**config.mk**
```make
export PLATFORM = sky130hd
export DESIGN_NAME = romix_ct_flat
export DESIGN_NICKNAME = d
export VERILOG_FILES = /design/src/rtl/romix_ct_if.sv /design/src/rtl/romix_ct.sv /design/src/flat_wrapper.sv
export SDC_FILE = /design/constraint.sdc
export NUM_CORES = 1
export LEC_CHECK = 0
export ABC_AREA = 1
export BUFFER_PORTS_ARGS = -buffer_cell sky130_fd_sc_hd__buf_4
export CAP_MARGIN = 25
export CELL_PAD_IN_SITES_DETAIL_PLACEMENT = 0
export CELL_PAD_IN_SITES_GLOBAL_PLACEMENT = 1
export CORE_ASPECT_RATIO = 0.9
export CORE_MARGIN = 1.5
export CORE_UTILIZATION = 36
export DETAILED_ROUTE_END_ITERATION = 8
export GPL_TIMING_DRIVEN = 0
export HOLD_SLACK_MARGIN = 0.15
export PLACE_DENSITY = 0.9
export SKIP_LAST_GASP = 1
export SLEW_MARGIN = 20
export SYNTH_ARGS = -nofsm -noshare
export SYNTH_HDL_FRONTEND = slang
export SYNTH_SLANG_ARGS = --single-unit
```
**constraint.sdc**
```tcl
create_clock -name clk -period 1.8 [get_ports clk]
set_input_delay 0.18 -clock clk [delete_from_list [all_inputs] [get_ports clk]]
set_output_delay 0.18 -clock clk [all_outputs]
set_load 0.01 [all_outputs]
```
**src/rtl/romix_ct_if.sv**
```systemverilog
// ROMix lane control bundle: start/BlockMix/Integerify inputs, V memory and X-register strobes out.
// Master is the lane top level, slave is the romix_ct sequencer.
interface romix_ct_if #(
  parameter int N_LOG2 = 10
);
  logic              init;
  logic              bm_valid;
  logic [N_LOG2-1:0] j_index;
  logic              load_in;
  logic              bm_init;
  logic              mem_we;
  logic              mem_re;
  logic [N_LOG2-1:0] mem_addr;
  logic              xor_v_en;
  logic              update_x;
  logic              sel_phase;
  logic              busy;
  logic              valid;

  modport master (
    output init, bm_valid, j_index,
    input  load_in, bm_init, mem_we, mem_re, mem_addr,
    input  xor_v_en, update_x, sel_phase, busy, valid
  );

  modport slave (
    input  init, bm_valid, j_index,
    output load_in, bm_init, mem_we, mem_re, mem_addr,
    output xor_v_en, update_x, sel_phase, busy, valid
  );
endinterface

```
**src/rtl/romix_ct.sv**
```systemverilog
// romix_ct: sequences one scrypt ROMix lane (fill V with N BlockMix rounds, then N Integerify-indexed mix rounds).
// Latency 1+N(R+2)+N(R+4) cycles to DONE; stalls only in the RUN states until bm_valid, no other backpressure.
module romix_ct #(
  parameter int N_LOG2 = 10
) (
  input logic       clk,
  input logic       reset_n,
  romix_ct_if.slave lane
);

  typedef enum logic [3:0] {
    IDLE    = 4'd0,
    LOAD    = 4'd1,
    WR_MEM  = 4'd2,
    BM1_RUN = 4'd3,
    BM1_REL = 4'd4,
    RD_ADDR = 4'd5,
    RD_WAIT = 4'd6,
    XOR_V   = 4'd7,
    BM2_RUN = 4'd8,
    BM2_REL = 4'd9,
    DONE    = 4'd10
  } state_t;

  state_t            state_q;
  state_t            state_d;
  logic [N_LOG2-1:0] i_q;
  logic [N_LOG2-1:0] i_d;
  logic              last_round;

  // N is a power of two, so round N-1 is the all-ones counter value
  assign last_round = (i_q == {N_LOG2{1'b1}});

  always_ff @(posedge clk or negedge reset_n) begin
    if (!reset_n) begin
      state_q <= IDLE;
      i_q     <= '0;
    end else begin
      state_q <= state_d;
      i_q     <= i_d;
    end
  end

  always_comb begin
    state_d = state_q;
    i_d     = i_q;
    case (state_q)
      IDLE:    if (lane.init) state_d = LOAD;
      LOAD: begin
        i_d     = '0;
        state_d = WR_MEM;
      end
      WR_MEM:  state_d = BM1_RUN;
      BM1_RUN: if (lane.bm_valid) state_d = BM1_REL;
      BM1_REL: begin
        if (last_round) begin
          i_d     = '0;
          state_d = RD_ADDR;
        end else begin
          i_d     = i_q + 1'b1;
          state_d = WR_MEM;
        end
      end
      RD_ADDR: state_d = RD_WAIT;
      RD_WAIT: state_d = XOR_V;
      XOR_V:   state_d = BM2_RUN;
      BM2_RUN: if (lane.bm_valid) state_d = BM2_REL;
      BM2_REL: begin
        if (last_round) begin
          state_d = DONE;
        end else begin
          i_d     = i_q + 1'b1;
          state_d = RD_ADDR;
        end
      end
      DONE:    if (!lane.init) state_d = IDLE;
      default: state_d = IDLE;
    endcase
  end

  // j_index only feeds the address while X is frozen (RD_ADDR/RD_WAIT)
  always_comb begin
    lane.load_in   = 1'b0;
    lane.bm_init   = 1'b0;
    lane.mem_we    = 1'b0;
    lane.mem_re    = 1'b0;
    lane.mem_addr  = i_q;
    lane.xor_v_en  = 1'b0;
    lane.update_x  = 1'b0;
    lane.sel_phase = 1'b0;
    lane.busy      = 1'b0;
    lane.valid     = 1'b0;
    case (state_q)
      LOAD: begin
        lane.load_in = 1'b1;
        lane.busy    = 1'b1;
      end
      WR_MEM: begin
        lane.mem_we = 1'b1;
        lane.busy   = 1'b1;
      end
      BM1_RUN: begin
        lane.bm_init = 1'b1;
        lane.busy    = 1'b1;
      end
      BM1_REL: begin
        lane.update_x = 1'b1;
        lane.busy     = 1'b1;
      end
      RD_ADDR: begin
        lane.mem_re    = 1'b1;
        lane.mem_addr  = lane.j_index;
        lane.sel_phase = 1'b1;
        lane.busy      = 1'b1;
      end
      RD_WAIT: begin
        lane.mem_addr  = lane.j_index;
        lane.sel_phase = 1'b1;
        lane.busy      = 1'b1;
      end
      XOR_V: begin
        lane.xor_v_en  = 1'b1;
        lane.sel_phase = 1'b1;
        lane.busy      = 1'b1;
      end
      BM2_RUN: begin
        lane.bm_init   = 1'b1;
        lane.sel_phase = 1'b1;
        lane.busy      = 1'b1;
      end
      BM2_REL: begin
        lane.update_x  = 1'b1;
        lane.sel_phase = 1'b1;
        lane.busy      = 1'b1;
      end
      DONE:    lane.valid = 1'b1;
      default: ;
    endcase
  end

endmodule
```
**src/flat_wrapper.sv**
```systemverilog
// flat-port wrapper written by rule: the top's interface ports become plain ports
module romix_ct_flat 
#(
  parameter int N_LOG2 = 10
)
  (clk, reset_n, lane_init, lane_bm_valid, lane_j_index, lane_load_in, lane_bm_init, lane_mem_we, lane_mem_re, lane_mem_addr, lane_xor_v_en, lane_update_x, lane_sel_phase, lane_busy, lane_valid);
  romix_ct_if #(.N_LOG2(N_LOG2)) lane_i ();
  input logic clk;
  input logic reset_n;
  input wire logic [$bits(lane_i.init)-1:0] lane_init;
  input wire logic [$bits(lane_i.bm_valid)-1:0] lane_bm_valid;
  input wire logic [$bits(lane_i.j_index)-1:0] lane_j_index;
  output wire logic [$bits(lane_i.load_in)-1:0] lane_load_in;
  output wire logic [$bits(lane_i.bm_init)-1:0] lane_bm_init;
  output wire logic [$bits(lane_i.mem_we)-1:0] lane_mem_we;
  output wire logic [$bits(lane_i.mem_re)-1:0] lane_mem_re;
  output wire logic [$bits(lane_i.mem_addr)-1:0] lane_mem_addr;
  output wire logic [$bits(lane_i.xor_v_en)-1:0] lane_xor_v_en;
  output wire logic [$bits(lane_i.update_x)-1:0] lane_update_x;
  output wire logic [$bits(lane_i.sel_phase)-1:0] lane_sel_phase;
  output wire logic [$bits(lane_i.busy)-1:0] lane_busy;
  output wire logic [$bits(lane_i.valid)-1:0] lane_valid;
  assign lane_i.init = lane_init;
  assign lane_i.bm_valid = lane_bm_valid;
  assign lane_i.j_index = lane_j_index;
  assign lane_load_in = lane_i.load_in;
  assign lane_bm_init = lane_i.bm_init;
  assign lane_mem_we = lane_i.mem_we;
  assign lane_mem_re = lane_i.mem_re;
  assign lane_mem_addr = lane_i.mem_addr;
  assign lane_xor_v_en = lane_i.xor_v_en;
  assign lane_update_x = lane_i.update_x;
  assign lane_sel_phase = lane_i.sel_phase;
  assign lane_busy = lane_i.busy;
  assign lane_valid = lane_i.valid;
  romix_ct #(.N_LOG2(N_LOG2)) u_core (.clk(clk), .reset_n(reset_n), .lane(lane_i));
endmodule
```
# Word-level counts from Yosys, hierarchy flattened
# Cells that the tools add are included.
totals:
  register_bits: 14
  latch_bits: 0
  mem_bits_rw: 0
  rom_bits: 0
  inputBits: 14
  output_inout_bits: 19
  wordCells: 48
  n_memories: 0
classes:
  add_sub_neg: 1
  n_mul: 0
  div_mod_pow: 0
  magnitude_cmp: 0
  eq_ne: 16
  n_shift: 0
  muxes: 20
  bitwise: 0
  reduce_logical: 9
ops:
  columns: ["op", "n"]
  rows:
  - ["$pmux 4 s11", 1]
  - ["$mux 10", 3]
  - ["$pmux 10 s3", 1]
  - ["$mux 4", 5]
  - ["$eq 4x3->1 const B", 4]
  - ["$eq 4x4->1 const B", 3]
  - ["$add 10x1->10 const B", 1]
  - ["$eq 10x10->1 const B", 1]
  - ["$ne 2x2->1 const B", 5]
  - ["$mux 1", 9]
  - ["$reduce_or 9->1", 1]
  - ["$eq 4x2->1 const B", 2]
  - ["$reduce_or 2->1", 3]
  - ["$reduce_or 5->1", 1]
  - ["$eq 4x1->1 const B", 1]
  - ["$logic_not 4->1", 1]
  - ["$reduce_and 4->1", 1]
  - ["$mux 3", 1]
  - ["$reduce_bool 3->1", 1]
  - ["$reduce_and 2->1", 1]

# Depth between registers and ports, before layout
# Gate-level depths: netlist of the first run.
depth:
  ltp_word: 3
  ltp_mapped: 11
  ltp_nobuf: 11

# Worst setup path after synthesis of the first run
# No wires, ideal clock.
synth_path:
  kind: "reg2out"
  from: "register u_core.state_q[3]"
  to: "output lane_mem_addr[8]"
  arrival_time_ns: 1.238
  required_ns: 1.620
  path_slack_ns: 0.382
  stages_incl_launch_ff: 9
  n_path_buf: 1
  cell_sequence: "dfrtp_1 nor2_2 inv_2 nor2_1 nor2_4 inv_4 buf_6 nand2_1 nand2_1"
synth_via:
  elab_chain_cells: 3
  elab_cells_between_ends: 4
  cone_classes: "2 x eq/ne; 1 x mux; 1 x reduce/logical"
synth_rtl:
  columns: ["element", "line", "rtl"]
  rows:
  - ["from (decl)", "romix_ct.sv:25", "state_t state_q;"]
  - ["from (signal assigned)", "romix_ct.sv:39", "state_q <= state_d;"]
  - ["$eq 4x3->1", "romix_ct.sv:93", "case (state_q)"]
  - ["$reduce_or 2->1 (no source line) *", null, null]
  - ["$mux 10 *", "romix_ct.sv:93", null]
  - ["to (decl)", "flat_wrapper.sv:17", "output wire logic [$bits(lane_i.mem_addr)-1:0] lane_mem_addr;"]
# Mark *: on every way between the ends. The rest lies on a longest branch, timed or not.

# Worst setup path in the final report of the first run
layout_path:
  from: "register u_core.state_q[3]"
  to: "output lane_mem_addr[2]"
# The elaborated chain is that of the path after synthesis.

==> run summary, run 1 <==
outcome = completed
hold_ws = 185 ps
required time worst endpoint = 1620 ps
most frequent cells in the layout = 46 x nand2_1, 41 x buf_4, 17 x inv_1
Max-slew headroom = 84.0%
Worst path slowest cell = dfrtp_2
yosys warns = 0
first-pass iteration count of the detailed router = 4
Mapped Area = 1200 um2
Syn Inst Count = 182
vias in the first global route = 1081
clk root buf = clkbuf_8
routed vias = 1307
Starting Density = 38.6%
Core Region = 3110 um2
Rows = 19
input/output buffers = 32
DRT iter0 DRCs = 41
# clock sinks = 14
first-pass GRT wire length = 4.99 mm
Routability Congestion = 0.899
crit path kind = reg -> out
crit-path max cell delay = 460 ps
Slew Limit Fails = 0
Final min period = 1780 ps
RSZ-0062 raised after global routing = true
GRT Util Overall = 16.9%
CP endpoint kind = primary output
I/O Pins = 33
Seq cells post-synth = 14
hold violation count in the final report = 0
residual DRC count = 0
syn_area_per_cell = 6.61 um2
Worst EP arrival = 1600 ps
LEAKAGE = 0.933 nW
Power per Cell Area = 1250 nW/um2
via/cell ratio = 4.82
Max VDD drop = 0.000725 V
Worst-Skew Late Latency = 240 ps
Max-Cap Viols = 0
HPWL Detailed = 2.32 mm
slew at the pin closest to its max-slew limit = 239 ps
die width = 63.9 um
layout cells sized above 1 = 42.4%
Hold Path Class = in -> reg
DIE AREA = 3700 um2
final setup vio count = 0
crit-path most repeated cell = nor2_4
Reg clk slew, reported paths = 50 ps
Final #Nets = 246
Final ANT Viol Nets = 0
syn_nets = 197
CP max FO = 6
commonest non-fill, non-tap cell in the layout = nand2_1
Routed wire per std cell = 11.6 um
post-synth cell types = 24
Longest Clk Path Bufs = 2
CP cell instances = nor2_4 > inv_4 > nor2_4 > nor2_4 > clkinv_4 > buf_12 > nand2_1 > o21ai_2 > buf_4
dpl cells = 256
register area share after synthesis = 29.1%
final cell count without fillers = 271
TritonCTS clock tree = built
total CTS buffers = 3
clock skew = 0.422 ps
CP Launch Type = flip-flop
antenna diode count = 0
initial antenna violation count = 0
Overflow after GRT = 0
Die Ht = 57.8 um
synth-to-layout area growth = 43.0%
fillers = 325
pin count of the biggest net entering global routing = 15
Final Cycle Share = 98.7%
CTS H-tree lvls = 1
fmax = 563 MHz
WL final = 3.14 mm
==> Yosys cell counts <==
library cell / n / area, um2
nand2_1: 50 / 188
a21oi_1: 1 / 5.00
o21ai_2: 1 / 8.76
nor3_4: 1 / 16.3
nand2_4: 2 / 22.5
o21ai_0: 4 / 20.0
buf_6: 1 / 11.3
inv_2: 9 / 33.8
o2111ai_1: 1 / 8.76
xor2_1: 3 / 26.3
ha_1: 1 / 12.5
nor2_8: 1 / 20.0
inv_4: 2 / 12.5
o21ai_1: 18 / 90.1
nor2_4: 3 / 33.8
nor2_1: 17 / 63.8
nand3_1: 13 / 65.1
nand3_2: 2 / 20.0
inv_1: 18 / 67.6
dfrtp_1: 14 / 350
o211ai_1: 1 / 7.51
nor2_2: 6 / 37.5
nand4_1: 5 / 31.3
nand2_2: 8 / 50.1
==> worst paths after layout <==
path | slack, ps | end | startpoint | cells after the start
hold / removal | 190 | u_core.state_q[0] | lane_bm_valid | 4
setup / recovery | 20 | lane_mem_addr[2] | u_core.state_q[3] | 9
max in group asynchronous | 1280 | u_core.state_q[3] | reset_n | 2
hold reg to reg | 550 | u_core.i_q[9] | u_core.i_q[9] | 2
min in group asynchronous | 320 | u_core.i_q[2] | reset_n | 2
setup reg to reg | 270 | u_core.i_q[5] | u_core.i_q[0] | 10
==> layout make-up <==
class	count	area [um2]	area share (%)
inverters	29	119	6.91
repair buffers	44	363	21.1
multi-input cells	138	771	44.8
plain buffers	1	20.0	1.16
well taps	42	52.6	3.06
flip-flops and latches	14	353	20.5
clock buffers	3	41.3	2.40
==> per-stage QoR <==
stage	setup TNS [ps]	utilization [%]	power [mW]	setup slack, ps	area, um2
after floorplan	0	-	1.20	382	1200
after global placement	0	48.0	1.60	171	1500
after detailed placement	0	48.0	1.60	169	1500
after CTS	-2.14	50.9	1.94	-2.14	1590
after global routing	-267	55.2	2.32	-55.2	1720
final	0	55.2	2.15	22.7	1720
==> kinds of logic after synthesis <==
logic type	count (synthesis)	share of synthesized area [%]
adder cells (fa/ha/maj)	1	1.04
flip-flops	14	29.1
AO/OA/AOI/OAI	26	11.7
XOR/XNOR	3	2.19
AND/OR/NAND/NOR	108	45.6
buffers and inverters	30	10.4
==> critical path: cells and delay by family (launching register included) <==
| family | cells | cell delay [ps] |
|---|---|---|
| buf+inv | 4 | 410 |
| compound gates | 1 | 60 |
| flops | 1 | 460 |
| simple gates | 4 | 420 |
==> report_power, final <==
group	internal [mW]	total, mW	switching (mW)
Combinational	0.646	1.47	0.821
Sequential	0.371	0.431	0.0591
Clock	0.148	0.254	0.106
Total	1.17	2.15	0.986
==> sequential cells by signal, indices dropped and copies added (netlist names) <==
| name | cells |
|---|---|
| u_core.state_q | 4 |
| u_core.i_q | 10 |
==> layer usage <==
metal / vias up / wire length (um) / global-route usage (%)
met5: - / 0 / 0
met4: 0 / 27 / 3.73
met3: 5 / 165 / 2.33
met2: 32 / 1300 / 24.9
met1: 597 / 1650 / 26.3
li1: 673 / - / -
==> repair_timing <==
action | in CTS | in global routing
hold endpoints to repair | 14 | 0
hold buffers | 1 | 0
setup endpoints to repair | 10 | 10
gates cloned | 0 | 1
resized for setup | 5 | 15
pin swaps | 1 | 5
setup buffers | 4 | 6
(Power assumes the default switching activity.)
==> run 2: changes to the inputs <==
CORE_UTILIZATION = 38   (was 36)
PLACE_DENSITY = 0.94   (was 0.9)
clock period = 2.2 ns   (was 1.8 ns; I/O delays follow)
==> run 2 against run 1 <==
Against the previous run:
- worst hold slack worse by 8.0 ps
- global-route usage up 0.69 points
- first-iteration DRC count up 9.8%
- count of clock-buffer cells in the layout up 1
- via count down 4.0%
- total power down 31%
- die area down 5.0%
- non-clock buffer count down 11
- sequential share of layout area up 2.3 points
- critical endpoint is now lane_mem_addr[8]
==> run summary, run 2 (synthesis results as in run 1) <==
crit-path max cell delay = 470 ps (about the same)
Pwr Total = 1.49 mW (-31%)
die width = 62.3 um (-2.5%)
Rows = 19 (unchanged)
Max-slew headroom = 80.2% (-3.8 points)
Max VDD drop = 0.000553 V (-24%)
WL final = 2.94 mm (-6.5%)
first-pass GRT wire length = 5.00 mm (+0.28%)
# Post-CTS Setup Buffers = 0 (-4)
Routed wire per std cell = 11.3 um (-2.9%)
Core Region = 3040 um2 (-2.3%)
CP cell instances = nor2_2 > inv_2 > nor2_1 > nor2_4 > inv_4 > buf_6 > nand2_1 > nand2_1 > buf_4
Top reg by flops = u_core.i_q
Logic pwr share = 63.2% (-5.0 points)
CP Launch Type = flip-flop
initial antenna violation count = 0 (unchanged)
I/O Pins = 33 (unchanged)
Power per Cell Area = 966 nW/um2 (-23%)
first-pass iteration count of the detailed router = 4 (unchanged)
fmax = 506 MHz
slew at the pin closest to its max-slew limit = 296 ps (+57.3 ps)
Final Util = 50.7% (-4.5 points)
antenna diode count = 0 (unchanged)
Worst-Skew Late Latency = 290 ps (+50 ps)
HPWL Detailed = 2.26 mm (-2.3%)
crit-path most repeated cell = nand2_1
max reg flops = 10 (unchanged)
Buf/Inv on CP = 4 (unchanged)
TritonCTS clock tree = built
hold violation count in the final report = 0 (unchanged)
clk root buf = clkbuf_4
Hold Path Class = in -> reg
Max-Cap Viols = 0 (unchanged)
GRT Util Overall = 17.6% (+0.69 points)
pin count of the biggest net entering global routing = 15 (unchanged)
Final min period = 1980 ps
leading registers by flop count = u_core.i_q: 10 flops, u_core.state_q: 4 flops
Final #Nets = 235 (-4.5%)
RSZ-0062 raised after global routing = false
Routability Congestion = 0.831 (-7.6%)
setup TNS = 0 ps (unchanged)
# clock sinks = 14 (unchanged)
total CTS buffers = 3 (unchanged)
Int Pwr = 765 uW (-34%)
LEAKAGE = 0.852 nW (-8.6%)
part of the power in registers = 24.1% (+4.1 points)
CTS H-tree lvls = 1 (unchanged)
DIE AREA = 3510 um2 (-5.0%)
delay-heaviest family, CP = simple AND/OR/NAND/NOR gates
CP endpoint kind = primary output
residual DRC count = 0 (unchanged)
CP max FO = 10 (+4)
Worst R2R Setup Slack = 630 ps (+360 ps)
power share of the clock group = 12.7% (+0.9 points)
Slew Limit Fails = 0 (unchanged)
Worst EP arrival = 1760 ps (+160 ps)
synth-to-layout area growth = 28.3%
via/cell ratio = 4.81 (-0.30%)
fillers = 321 (-1.2%)
final setup vio count = 0 (unchanged)
Die Ht = 56.4 um (-2.5%)
required time worst endpoint = 1980 ps (+360 ps)
Setup WS pre-CTS = 496 ps (+327 ps)
input/output buffers = 32 (unchanged)
Net Sw Frac = 48.7% (+2.9 points)
Switching Power = 726 uW (-26%)
Reg clk slew, reported paths = 80 ps (+30 ps)
outcome = completed
DRT iter0 DRCs = 45 (+9.8%)
commonest non-fill, non-tap cell in the layout = nand2_1
Overflow after GRT = 0 (unchanged)
layout cells sized above 1 = 33.3% (-9.0 points)
Worst path slowest cell = dfrtp_2
routed vias = 1255 (-4.0%)
Longest Clk Path Bufs = 2 (unchanged)
vias in the first global route = 1195 (+11%)
most frequent cells in the layout = 50 x nand2_1, 32 x buf_4, 18 x inv_1, 18 x o21ai_1, 17 x nor2_1
Final Cycle Share = 89.9%
crit path kind = reg -> out
Final ANT Viol Nets = 0 (unchanged)
Starting Density = 39.5% (+0.90 points)
setup slack after layout = 222 ps (+200 ps)
clock skew = 12.8 ps (+12.4 ps)
==> run 2: what timing repair did <==
action,in CTS,in global routing
hold endpoints to repair,14,0
endpoints found under the setup margin,0,1
resized for setup,0,1
hold buffers,1,0
==> run 2: path summary, 6_finish.rpt <==
check / startpoint / endpoint / depth (start not counted)
min in group asynchronous: reset_n / u_core.i_q[9] / 2
max in group asynchronous: reset_n / u_core.state_q[3] / 2
min: lane_bm_valid / u_core.state_q[0] / 4
min reg2reg: u_core.i_q[7] / u_core.i_q[7] / 2
max: u_core.state_q[3] / lane_mem_addr[8] / 9
max reg2reg: u_core.i_q[0] / u_core.i_q[3] / 8
==> run 2: final cells by class <==
cell class | count | area, um2 | share of cell area, %
buffer | 1 | 11.3 | 0.730
multi-input combinational | 138 | 727 | 47.1
tap | 42 | 52.6 | 3.41
clock buffer | 4 | 36.3 | 2.35
inverter | 29 | 114 | 7.38
sequential | 14 | 352 | 22.8
timing repair buffer | 33 | 250 | 16.2
==> run 2: power by group through the flow <==
stage               sequential [mW]  combinational [mW]  clock [mW]
floorplan                     0.351               0.630           0
global placement              0.362               0.941           0
detailed placement            0.361               0.941           0
CTS                           0.356               0.946       0.194
global route                  0.363                1.05       0.211
finish                        0.359               0.942       0.190
==> run 2: stage by stage <==
stage | cells | hold slack, ps | cell area (um2)
floorplan | 182 | -75.6 | 1200
global placement | 256 | 82.0 | 1500
detailed placement | 256 | 81.5 | 1500
CTS | 261 | 171 | 1540
global route | 261 | 207 | 1540
finish | 261 | 177 | 1540
==> run 2: routing by layer <==
metal  part of all wire (%)  global-route usage (%)
met1                     49                    23.3
met2                     43                    27.3
met3                    6.8                    5.01
met4                    1.4                    6.98
met5                      0                       0
==> run 2: worst register-to-register path, stage by stage (launching register included) <==
cell     delay, ps
dfrtp_1        410
ha_1           280
nand2_2        110
nor2_2         160
nand2_2        110
nand2_1        130
nand3_1        130
o21ai_1        110
a21oi_1         50
